--- src/rtl/vga_apb_master.sv ---
// rtl/vga_apb_master.sv - single-outstanding request/response to APB3 initiator for the VGA CSR slave (optional timeout: VGA_APB_TIMEOUT_EN)
module vga_apb_master #(
    parameter int ADDR_WIDTH     = 12,
    parameter int DATA_WIDTH     = 32,
    parameter int TIMEOUT_CYCLES = 16
) (
    input  logic                  pclk,
    input  logic                  preset_n,
    input  logic                  req_valid,
    output logic                  req_ready,
    input  logic                  req_write,
    input  logic [ADDR_WIDTH-1:0] req_addr,
    input  logic [DATA_WIDTH-1:0] req_wdata,
    output logic                  rsp_valid,
    output logic [DATA_WIDTH-1:0] rsp_rdata,
    output logic                  rsp_err,
    output logic                  psel,
    output logic                  penable,
    output logic                  pwrite,
    output logic [ADDR_WIDTH-1:0] paddr,
    output logic [DATA_WIDTH-1:0] pwdata,
    input  logic [DATA_WIDTH-1:0] prdata,
    input  logic                  pready,
    input  logic                  pslverr
);

    typedef enum logic [1:0] {
        ST_IDLE   = 2'd0,
        ST_SETUP  = 2'd1,
        ST_ACCESS = 2'd2,
        ST_RESP   = 2'd3
    } state_t;

    // The wait counter is 8 bits wide, so the limit must fit in 1..255.
    if (TIMEOUT_CYCLES < 1 || TIMEOUT_CYCLES > 255) begin : g_bad_timeout
        $error("vga_apb_master: TIMEOUT_CYCLES must be in 1..255");
    end

    state_t                  state_q, state_d;
    logic                    psel_q, psel_d;
    logic                    penable_q, penable_d;
    logic                    pwrite_q, pwrite_d;
    logic [ADDR_WIDTH-1:0]   paddr_q, paddr_d;
    logic [DATA_WIDTH-1:0]   pwdata_q, pwdata_d;
    logic                    rsp_valid_q, rsp_valid_d;
    logic [DATA_WIDTH-1:0]   rsp_rdata_q, rsp_rdata_d;
    logic                    rsp_err_q, rsp_err_d;

`ifdef VGA_APB_TIMEOUT_EN
    localparam logic [7:0] TIMEOUT_LIMIT = 8'(TIMEOUT_CYCLES);
    logic [7:0]            wait_q, wait_d;
`endif

    // Only request acceptance is combinational; everything else comes from flops.
    assign req_ready = (state_q == ST_IDLE);
    assign psel      = psel_q;
    assign penable   = penable_q;
    assign pwrite    = pwrite_q;
    assign paddr     = paddr_q;
    assign pwdata    = pwdata_q;
    assign rsp_valid = rsp_valid_q;
    assign rsp_rdata = rsp_rdata_q;
    assign rsp_err   = rsp_err_q;

    // Next-state and registered-output computation for the transfer sequencer.
    always_comb begin
        state_d     = state_q;
        psel_d      = psel_q;
        penable_d   = penable_q;
        pwrite_d    = pwrite_q;
        paddr_d     = paddr_q;
        pwdata_d    = pwdata_q;
        rsp_valid_d = 1'b0;
        rsp_rdata_d = rsp_rdata_q;
        rsp_err_d   = rsp_err_q;
`ifdef VGA_APB_TIMEOUT_EN
        wait_d      = wait_q;
`endif

        case (state_q)
            ST_IDLE: begin
                if (req_valid) begin
                    pwrite_d = req_write;
                    paddr_d  = req_addr;
                    pwdata_d = req_wdata;
                    psel_d   = 1'b1;
                    state_d  = ST_SETUP;
                end
            end
            ST_SETUP: begin
                penable_d = 1'b1;
                state_d   = ST_ACCESS;
`ifdef VGA_APB_TIMEOUT_EN
                wait_d    = 8'd0;
`endif
            end
            ST_ACCESS: begin
                if (pready) begin
                    rsp_rdata_d = pwrite_q ? '0 : prdata;
                    rsp_err_d   = pslverr;
                    psel_d      = 1'b0;
                    penable_d   = 1'b0;
                    rsp_valid_d = 1'b1;
                    state_d     = ST_RESP;
                end
`ifdef VGA_APB_TIMEOUT_EN
                // A late pready on the limit cycle still wins (checked above).
                else if (wait_q == TIMEOUT_LIMIT) begin
                    rsp_rdata_d = '0;
                    rsp_err_d   = 1'b1;
                    psel_d      = 1'b0;
                    penable_d   = 1'b0;
                    rsp_valid_d = 1'b1;
                    state_d     = ST_RESP;
                end else begin
                    wait_d = wait_q + 8'd1;
                end
`endif
            end
            ST_RESP: begin
                state_d = ST_IDLE;
            end
            default: begin
                state_d = ST_IDLE;
            end
        endcase
    end

    // State and output registers; reset aborts any transfer in flight.
    always_ff @(posedge pclk) begin
        if (!preset_n) begin
            state_q     <= ST_IDLE;
            psel_q      <= 1'b0;
            penable_q   <= 1'b0;
            pwrite_q    <= 1'b0;
            paddr_q     <= '0;
            pwdata_q    <= '0;
            rsp_valid_q <= 1'b0;
            rsp_rdata_q <= '0;
            rsp_err_q   <= 1'b0;
        end else begin
            state_q     <= state_d;
            psel_q      <= psel_d;
            penable_q   <= penable_d;
            pwrite_q    <= pwrite_d;
            paddr_q     <= paddr_d;
            pwdata_q    <= pwdata_d;
            rsp_valid_q <= rsp_valid_d;
            rsp_rdata_q <= rsp_rdata_d;
            rsp_err_q   <= rsp_err_d;
        end
    end

`ifdef VGA_APB_TIMEOUT_EN
    // ACCESS-phase wait counter.
    always_ff @(posedge pclk) begin
        if (!preset_n) begin
            wait_q <= 8'd0;
        end else begin
            wait_q <= wait_d;
        end
    end
`endif

endmodule

--- config.mk ---
export PLATFORM = sky130hd
export DESIGN_NAME = vga_apb_master
export DESIGN_NICKNAME = d
export VERILOG_FILES = /design/src/rtl/vga_apb_master.sv
export SDC_FILE = /design/constraint.sdc
export NUM_CORES = 1
export LEC_CHECK = 0
export BUFFER_PORTS_ARGS = -buffer_cell sky130_fd_sc_hd__buf_2
export CORE_MARGIN = 3
export CORE_UTILIZATION = 47
export CTS_CLUSTER_SIZE = 30
export DETAILED_ROUTE_END_ITERATION = 6
export GPL_TIMING_DRIVEN = 1
export PLACE_DENSITY_LB_ADDON = 0.25
export SKIP_LAST_GASP = 1
export SYNTH_ARGS = -nofsm -noshare
export SYNTH_HDL_FRONTEND = slang
export SYNTH_SLANG_ARGS = --single-unit
export TNS_END_PERCENT = 1
--- constraint.sdc ---
create_clock -name pclk -period 4.35 [get_ports pclk]
set_clock_uncertainty 0.15 [all_clocks]
set_input_delay 1.0875 -clock pclk [delete_from_list [all_inputs] [get_ports pclk]]
set_output_delay 1.0875 -clock pclk [all_outputs]
set_load 0.01 [all_outputs]
## Word-level counts from Yosys, hierarchy flattened

Index checks and enable logic that the tools add are counted.

- Register bits after elaboration: 83

- Reductions and logical operators: 9
- Muxes and demuxes: 9
- Eq/ne operators: 5

Operators by type and width:

| operator | number |
|---|---|
| $mux 32 | 1 |
| $reduce_and 2->1 | 5 |
| $pmux 2 s4 | 1 |
| $eq 2x2->1 const B | 2 |
| $mux 2 | 2 |
| $ne 2x2->1 const B | 2 |
| $pmux 1 s2 | 2 |
| $reduce_bool 2->1 | 2 |
| $mux 1 | 3 |
| $reduce_and 3->1 | 1 |
| $eq 2x1->1 const B | 1 |
| $logic_not 2->1 | 1 |

## Depth between registers and ports, before layout

Gate-level depths: netlist of run 1.

- Depth in word-level cells: 3
- Mapped depth: 7

## Worst setup path after synthesis of run 1

OpenSTA, ideal clock, no wires.

- Path kind: input to register
- From: in pready
- To: reg rsp_rdata_q[10] (netlist: rsp_rdata[10])
- Data arrival time: 1771 ps
- Setup slack: 2312 ps
- Setup time: 117 ps
- Cell stages on the path: 5
- Required time: 4083 ps
- Buffers on the path: 2
- Cell sequence: nand2_2 -> and2_4 -> buf_6 -> buf_6 -> a22o_1

- Word-level cells in the longest chain between the ends: 1

Ends and longest elaborated chain:

| element | RTL line | RTL |
|---|---|---|
| from (decl) | 23 | `input logic pready,` |
| $reduce_and 2->1 (no line) | -- |  |
| to (signal assigned) | 149 | `rsp_rdata_q <= rsp_rdata_d;` |
| to (decl) | 46 | `logic [DATA_WIDTH-1:0] rsp_rdata_q, rsp_rdata_d;` |

Every way passes these cells.
A chain may end at the register's enable or synchronous reset.

## Worst setup path in the final report of run 1

- From: reg state_q[0]
- To: out req_ready

- Word-level cells in the longest chain between the ends: 1

Ends and longest elaborated chain:

| element | RTL line | RTL |
|---|---|---|
| from (decl) | 39 | `state_t state_q, state_d;` |
| from (signal assigned) | 142 | `state_q <= state_d;` |
| $logic_not 2->1 | 55 | `assign req_ready = (state_q == ST_IDLE);` |
| to (decl) | 10 | `output logic req_ready,` |

Every way passes these cells.

==> results of run 1 <==
## worst paths after layout
path                      to  slack (ps)  depth (start not counted)
setup reg to reg   pwdata[8]        2110                          6
hold reg to reg   pwdata[26]         300                          2
hold / removal    pwdata[26]         300                          2
setup / recovery   req_ready        1850                          3
## final cells by class
| cell class | instances | area, um^2 |
|---|---|---|
| clock buffer | 12 | 145.1 |
| inverter | 4 | 15.01 |
| sequential | 83 | 1662 |
| clock inverter | 4 | 50.05 |
| fill | 515 | 2083 |
| tap | 75 | 93.84 |
| multi-input combinational | 195 | 1174 |
| timing repair buffer | 166 | 838.3 |
## metrics by stage
stage                     area (um^2)  power, W  cells  hold slack, ps
after floorplan                  2993  0.001355    304           305.8
after global placement           3782  0.001553    523           287.8
after detailed placement         3782  0.001570    523           291.6
after CTS                        3978  0.002117    539           302.6
after global routing             3978  0.002222    539           317.3
final                            3978  0.002087    539           300.3
## Yosys cell counts, types with 2 or more instances
cell                       count
sky130_fd_sc_hd__clkbuf_1      9
sky130_fd_sc_hd__buf_6         7
sky130_fd_sc_hd__a21boi_1     46
sky130_fd_sc_hd__nand3_1       2
sky130_fd_sc_hd__dfxtp_1      83
sky130_fd_sc_hd__buf_2         6
sky130_fd_sc_hd__inv_1         4
sky130_fd_sc_hd__nand2_1      98
sky130_fd_sc_hd__a22o_1       32
sky130_fd_sc_hd__mux2i_1       2
sky130_fd_sc_hd__ha_1          5
## cell usage in the layout (no fill, tap or decap), drive strengths merged
cell type,count
buf,166
nand2,99
dfxtp,83
a21boi,46
a22o,32
clkbuf,12
ha,5
inv,4
nand3,2
mux2i,2
clkinvlp,2
and2,2
nor3b,1
and3,1
o21ai,1
o22ai,1
o2111ai,1
mux2,1
o211a,1
clkinv,1
bufinv,1
## report_power, final
group	internal (W)	switching [W]	total (W)
Clock	0.000281	0.000258	0.000539
Sequential	0.000887	0.0000669	0.000954
Combinational	0.000242	0.000353	0.000594
Total	0.00141	0.000678	0.00209
## kinds of logic after synthesis
group                      after synthesis  share of synthesized area
DFF                                     83                     0.5552
muxes                                    3                    0.01045
AOI/OAI and AO/OA                       82                     0.2191
and+or+nand+nor                        105                     0.1417
buffers and inverters                   26                    0.05268
adders and majority gates                5                    0.02090
## critical path, delay by kind of cell, from the launching register on
family	cells	cell delay [ps]
flip-flops	1	370
buffers and inverters	2	280
adder cells (fa/ha/maj)	1	280
## layer usage
| layer | share of wire | GRT usage | vias up |
|---|---|---|---|
| li1 | - | - | 1332 |
| met1 | 0.43 | 0.2291 | 1197 |
| met2 | 0.47 | 0.3326 | 97 |
| met3 | 0.084 | 0.05187 | 10 |
| met4 | 0.018 | 0.09209 | 0 |
| met5 | 0 | 0 | - |
## sequential cells by signal, indices dropped and copies added, names as in the netlist
| register | count |
|---|---|
| rsp_valid | 1 |
| rsp_rdata | 32 |
| pwdata | 32 |
| pwrite | 1 |
| penable | 1 |
| psel | 1 |
| paddr | 12 |
| state_q | 2 |
| rsp_err | 1 |
==> metrics.txt, run 1 <==
required time worst endpoint 3110 ps; post-synthesis net count 391; number of enable-type register cells in the synthesized netlist 0; Final Critical Period 2498 ps; number of failing hold endpoints at the final stage 0; worst setup path startpoint state_q[0]; final number of max-transition violations 0; Site Rows 28; final wirelength just over 7000 um; yosys warns 0; global-route congestion overflow total 0; critical path, cell by cell inv_1 > ha_1 > buf_2; Core Footprint just over 6000 um^2; TritonCTS Buffers 9; Async SR Flop Fraction 0; share of cells above drive strength 1 0.3966; RD Place Congestion just under 0.8; CP Capture Type output port; RSZ-0062 raised after global routing false; sum of net half-perimeters after detailed placement approximately 5200 um; Unique masters post-synth 21; Worst slew margin 0.4660; clock latency at the later pin of the worst-skew pair 330 ps; chip height around 86 um; share of the clock period used by the worst path 0.5744; GRT Resource Usage Total 0.1956; worst hold-check path type flip-flop to flip-flop; highest ir drop seen on vdd approximately 0.00033 V; number of global-route vias before repair approximately 2.5k; Arr. time, crit path about 1300 ps; Seq/Total Area, Yosys 0.5552; hold_sp pwdata[26]; antenna fix cells 0; utilization after layout 0.6563; Post-Synthesis Mean Instance Area 9.845 um^2; number of failing setup endpoints in the final timing report 0; outcome complete, no violations; horizontal die dimension around 86 um; critical path fanouts, max 5; number of post-CTS setup repair buffers 0; Max-cap violations 0; worst reg2reg path startpoint state_q[0]; count of unresolved DRC violations after routing 0; number of buffers added on ports 163; cts repair resizes 0; total standard cell area after synthesis about 3000 um^2; net count reported at finish approximately 550; 1st-pass router iterations 4; number of vias per cell roughly 4.9; CTS root buf sky130_fd_sc_hd__clkbuf_8; Clock Pin Slew Worst Setup and Hold Paths ~80 ps; DR iter-0 viols between 50 and 60; TNS Setup 0 ps; final antenna-violating net count 0; Area growth, synth to finish 32.90%; die area approximately 7400 um^2; number of cells produced by synthesis roughly 300; transition time at the pin with the least slew margin around 800 ps; largest area contributor in the netlist sky130_fd_sc_hd__dfxtp_1; Ports roughly 160; global-route wire length before repair between 10000 and 15000 um; largest net degree at the start of global routing 57; crit path launch type flip-flop; count of H-tree levels built during CTS 3; CTS max path bufs 2; CTS Hold Buffers Added 0; cell with the biggest individual delay on the critical path sky130_fd_sc_hd__dfxtp_1; antenna violations before repair 0; overall via count from detail_route about 2.6k; number of synthesized register bits 83; total power per unit cell area approximately 520 nW/um^2; critical path's largest stage delay ~370 ps; fmax about 0.4 GHz; synth top area cells sky130_fd_sc_hd__dfxtp_1, sky130_fd_sc_hd__nand2_1, sky130_fd_sc_hd__a21boi_1, sky130_fd_sc_hd__a22o_1, sky130_fd_sc_hd__buf_6; clk sinks 83; post-DR wirelength/cell approximately 13 um; worst setup slack before clock tree synthesis about 1600 ps; Initial Utilization 0.4938; kind of critical path flip-flop to output port; CTS tree built; crit path setup slack, layout roughly 1900 ps; share of the synthesized area in the top cell type 0.5552; most used flip-flop cell after synthesis sky130_fd_sc_hd__dfxtp_1; leak pwr 1.988 nW
Note: power is estimated with default switching activity, not from simulation.
==> run 2: changes to the inputs <==
CORE_UTILIZATION = 44   (was 47)
clock period = 2.35 ns   (was 4.35 ns; I/O delays follow)
==> metrics.txt, run 2 (synthesized netlist as in run 1, its figures left out) <==
outcome complete, no violations; final number of max-transition violations 0 (unchanged); r2r worst-path depth 6 (unchanged); CP Capture Type output port; net count reported at finish 548 (+0.37%); critical path's largest stage delay 380 ps (about the same); number of global-route vias before repair 2407 (-5.2%); kind of critical path flip-flop to output port; Final Critical Period 1994 ps; number of post-CTS setup repair buffers 0 (unchanged); worst reg2reg path startpoint state_q[0]; utilization after layout 0.6166 (-0.03965); CTS tree built; count of H-tree levels built during CTS 3 (unchanged); worst setup path startpoint state_q[0]; Clock Pin Slew Worst Setup and Hold Paths 80 ps (about the same); fmax around 0.50 GHz; Area growth, synth to finish 33.07%; TritonCTS Buffers 9 (unchanged); largest net degree at the start of global routing 46 (-19%); horizontal die dimension 88.48 um (+3.1%); TNS Setup 0 ps (unchanged); crit path setup slack, layout 355.7 ps (-1496 ps); 1st-pass router iterations 4 (unchanged); sum of net half-perimeters after detailed placement 5404 um (+4.1%); antenna fix cells 0 (unchanged); required time worst endpoint 1610 ps (-1500 ps); number of failing setup endpoints in the final timing report 0 (unchanged); critical path fanouts, max 5 (unchanged); final wirelength 7477 um (+3.2%); chip height 88.48 um (+3.1%); CTS root buf sky130_fd_sc_hd__clkbuf_8; transition time at the pin with the least slew margin 445.0 ps (-356.0 ps); highest ir drop seen on vdd 0.0006776 V (+110%); Site Rows 29 (+3.6%); count of unresolved DRC violations after routing 0 (unchanged); number of vias per cell 4.958 (+1.4%); RD Place Congestion 0.7718 (-1.4%); Max-cap violations 0 (unchanged); worst hold-check path type flip-flop to flip-flop; GRT Resource Usage Total 0.1851 (-0.01048); CTS max path bufs 2 (unchanged); commonest non-fill, non-tap cells in the layout sky130_fd_sc_hd__buf_2, sky130_fd_sc_hd__nand2_1, sky130_fd_sc_hd__dfxtp_1; antenna violations before repair 0 (unchanged); overall via count from detail_route 2687 (+1.9%); RSZ-0062 raised after global routing false; worst setup slack before clock tree synthesis 448.5 ps (-1144 ps); most common cell after layout, fill and taps aside sky130_fd_sc_hd__buf_2; Ports 164 (unchanged); worst reg2reg setup slack 520 ps (-1590 ps); die area 7828 um^2 (+6.3%); clk sinks 83 (unchanged); Initial Utilization 0.4634 (-0.03042); CTS Hold Buffers Added 0 (unchanged); Worst Hold Path Cells 2 (unchanged); number of placed instances with taps included 527 (+0.76%); share of cells above drive strength 1 0.4000 (+0.003448); post-DR wirelength/cell 13.80 um (+2.6%); crit path launch type flip-flop; final antenna-violating net count 0 (unchanged); cts repair resizes 0 (unchanged); Arr. time, crit path 1260 ps (about the same); cell with the biggest individual delay on the critical path sky130_fd_sc_hd__dfxtp_1; end point of the critical path req_ready; total power per unit cell area 966.0 nW/um^2 (+84%); DR iter-0 viols 83 (+63%); share of the clock period used by the worst path 0.8486; Worst slew margin 0.7034 (+0.2374); Reg2Reg Capture Point rsp_rdata[25]; WHS 300.1 ps (-0.2780 ps); Core Footprint 6459 um^2 (+6.6%); critical path, cell by cell inv_1 > ha_1 > buf_2; number of buffers added on ports 163 (unchanged); clock latency at the later pin of the worst-skew pair 330 ps (about the same); number of failing hold endpoints at the final stage 0 (unchanged); global-route wire length before repair 11390 um (-1.0%); global-route congestion overflow total 0 (unchanged); number of non-filler instances in the completed layout 542 (+0.56%); leak pwr 1.993 nW (+0.25%)
run 2: cell count changes in the layout (fill, tap and decap cells not counted), sizes merged:
cell,previous run,this run
clkinv,1,2
buf,166,168
clkbuf,12,10
run 2: through the flow:
step	power, W	cell area, um^2
finish	0.003847	3983
global route	0.004109	3983
CTS	0.003896	3983
detailed placement	0.002918	3800
global placement	0.002891	3800
floorplan	0.002508	2993
run 2: how the worst min path moves through the flow:
stage                     startpoint             to  slack (ps)
after floorplan           state_q[0]     state_q[0]         310
after global placement     pwdata[4]      pwdata[4]         290
after detailed placement  pwdata[11]     pwdata[11]         290
after CTS                  prdata[4]   rsp_rdata[4]         290
after global routing      prdata[19]  rsp_rdata[19]         300
final                     pwdata[11]     pwdata[11]         300
run 2: metal layers:
| metal | vias to the layer above | track usage | share of wire |
|---|---|---|---|
| li1 | 1333 | - | - |
| met1 | 1241 | 0.2327 | 0.44 |
| met2 | 106 | 0.3066 | 0.48 |
| met3 | 7 | 0.04935 | 0.078 |
| met4 | 0 | 0.06593 | 0.011 |
| met5 | - | 0 | 0 |
run 2: worst max-delay path, delay by kind of cell (launching register included):
family                   cells  cell delay (ps)
adder cells (fa/ha/maj)      1              270
buffers and inverters        2              270
flip-flops                   1              380
run 2: layout make-up:
class / count / area [um^2]
clock buffers: 10 / 127.6
inverters: 4 / 15.01
flip-flops and latches: 83 / 1662
well taps: 77 / 96.34
clock inverters: 5 / 55.05
repair buffers: 168 / 853.3
fillers: 584 / 2476
multi-input cells: 195 / 1174
run 2: power by group:
part / switching (W) / internal, W
registers: 0.000122 / 0.00164
clock network: 0.000489 / 0.000482
logic: 0.000656 / 0.000455
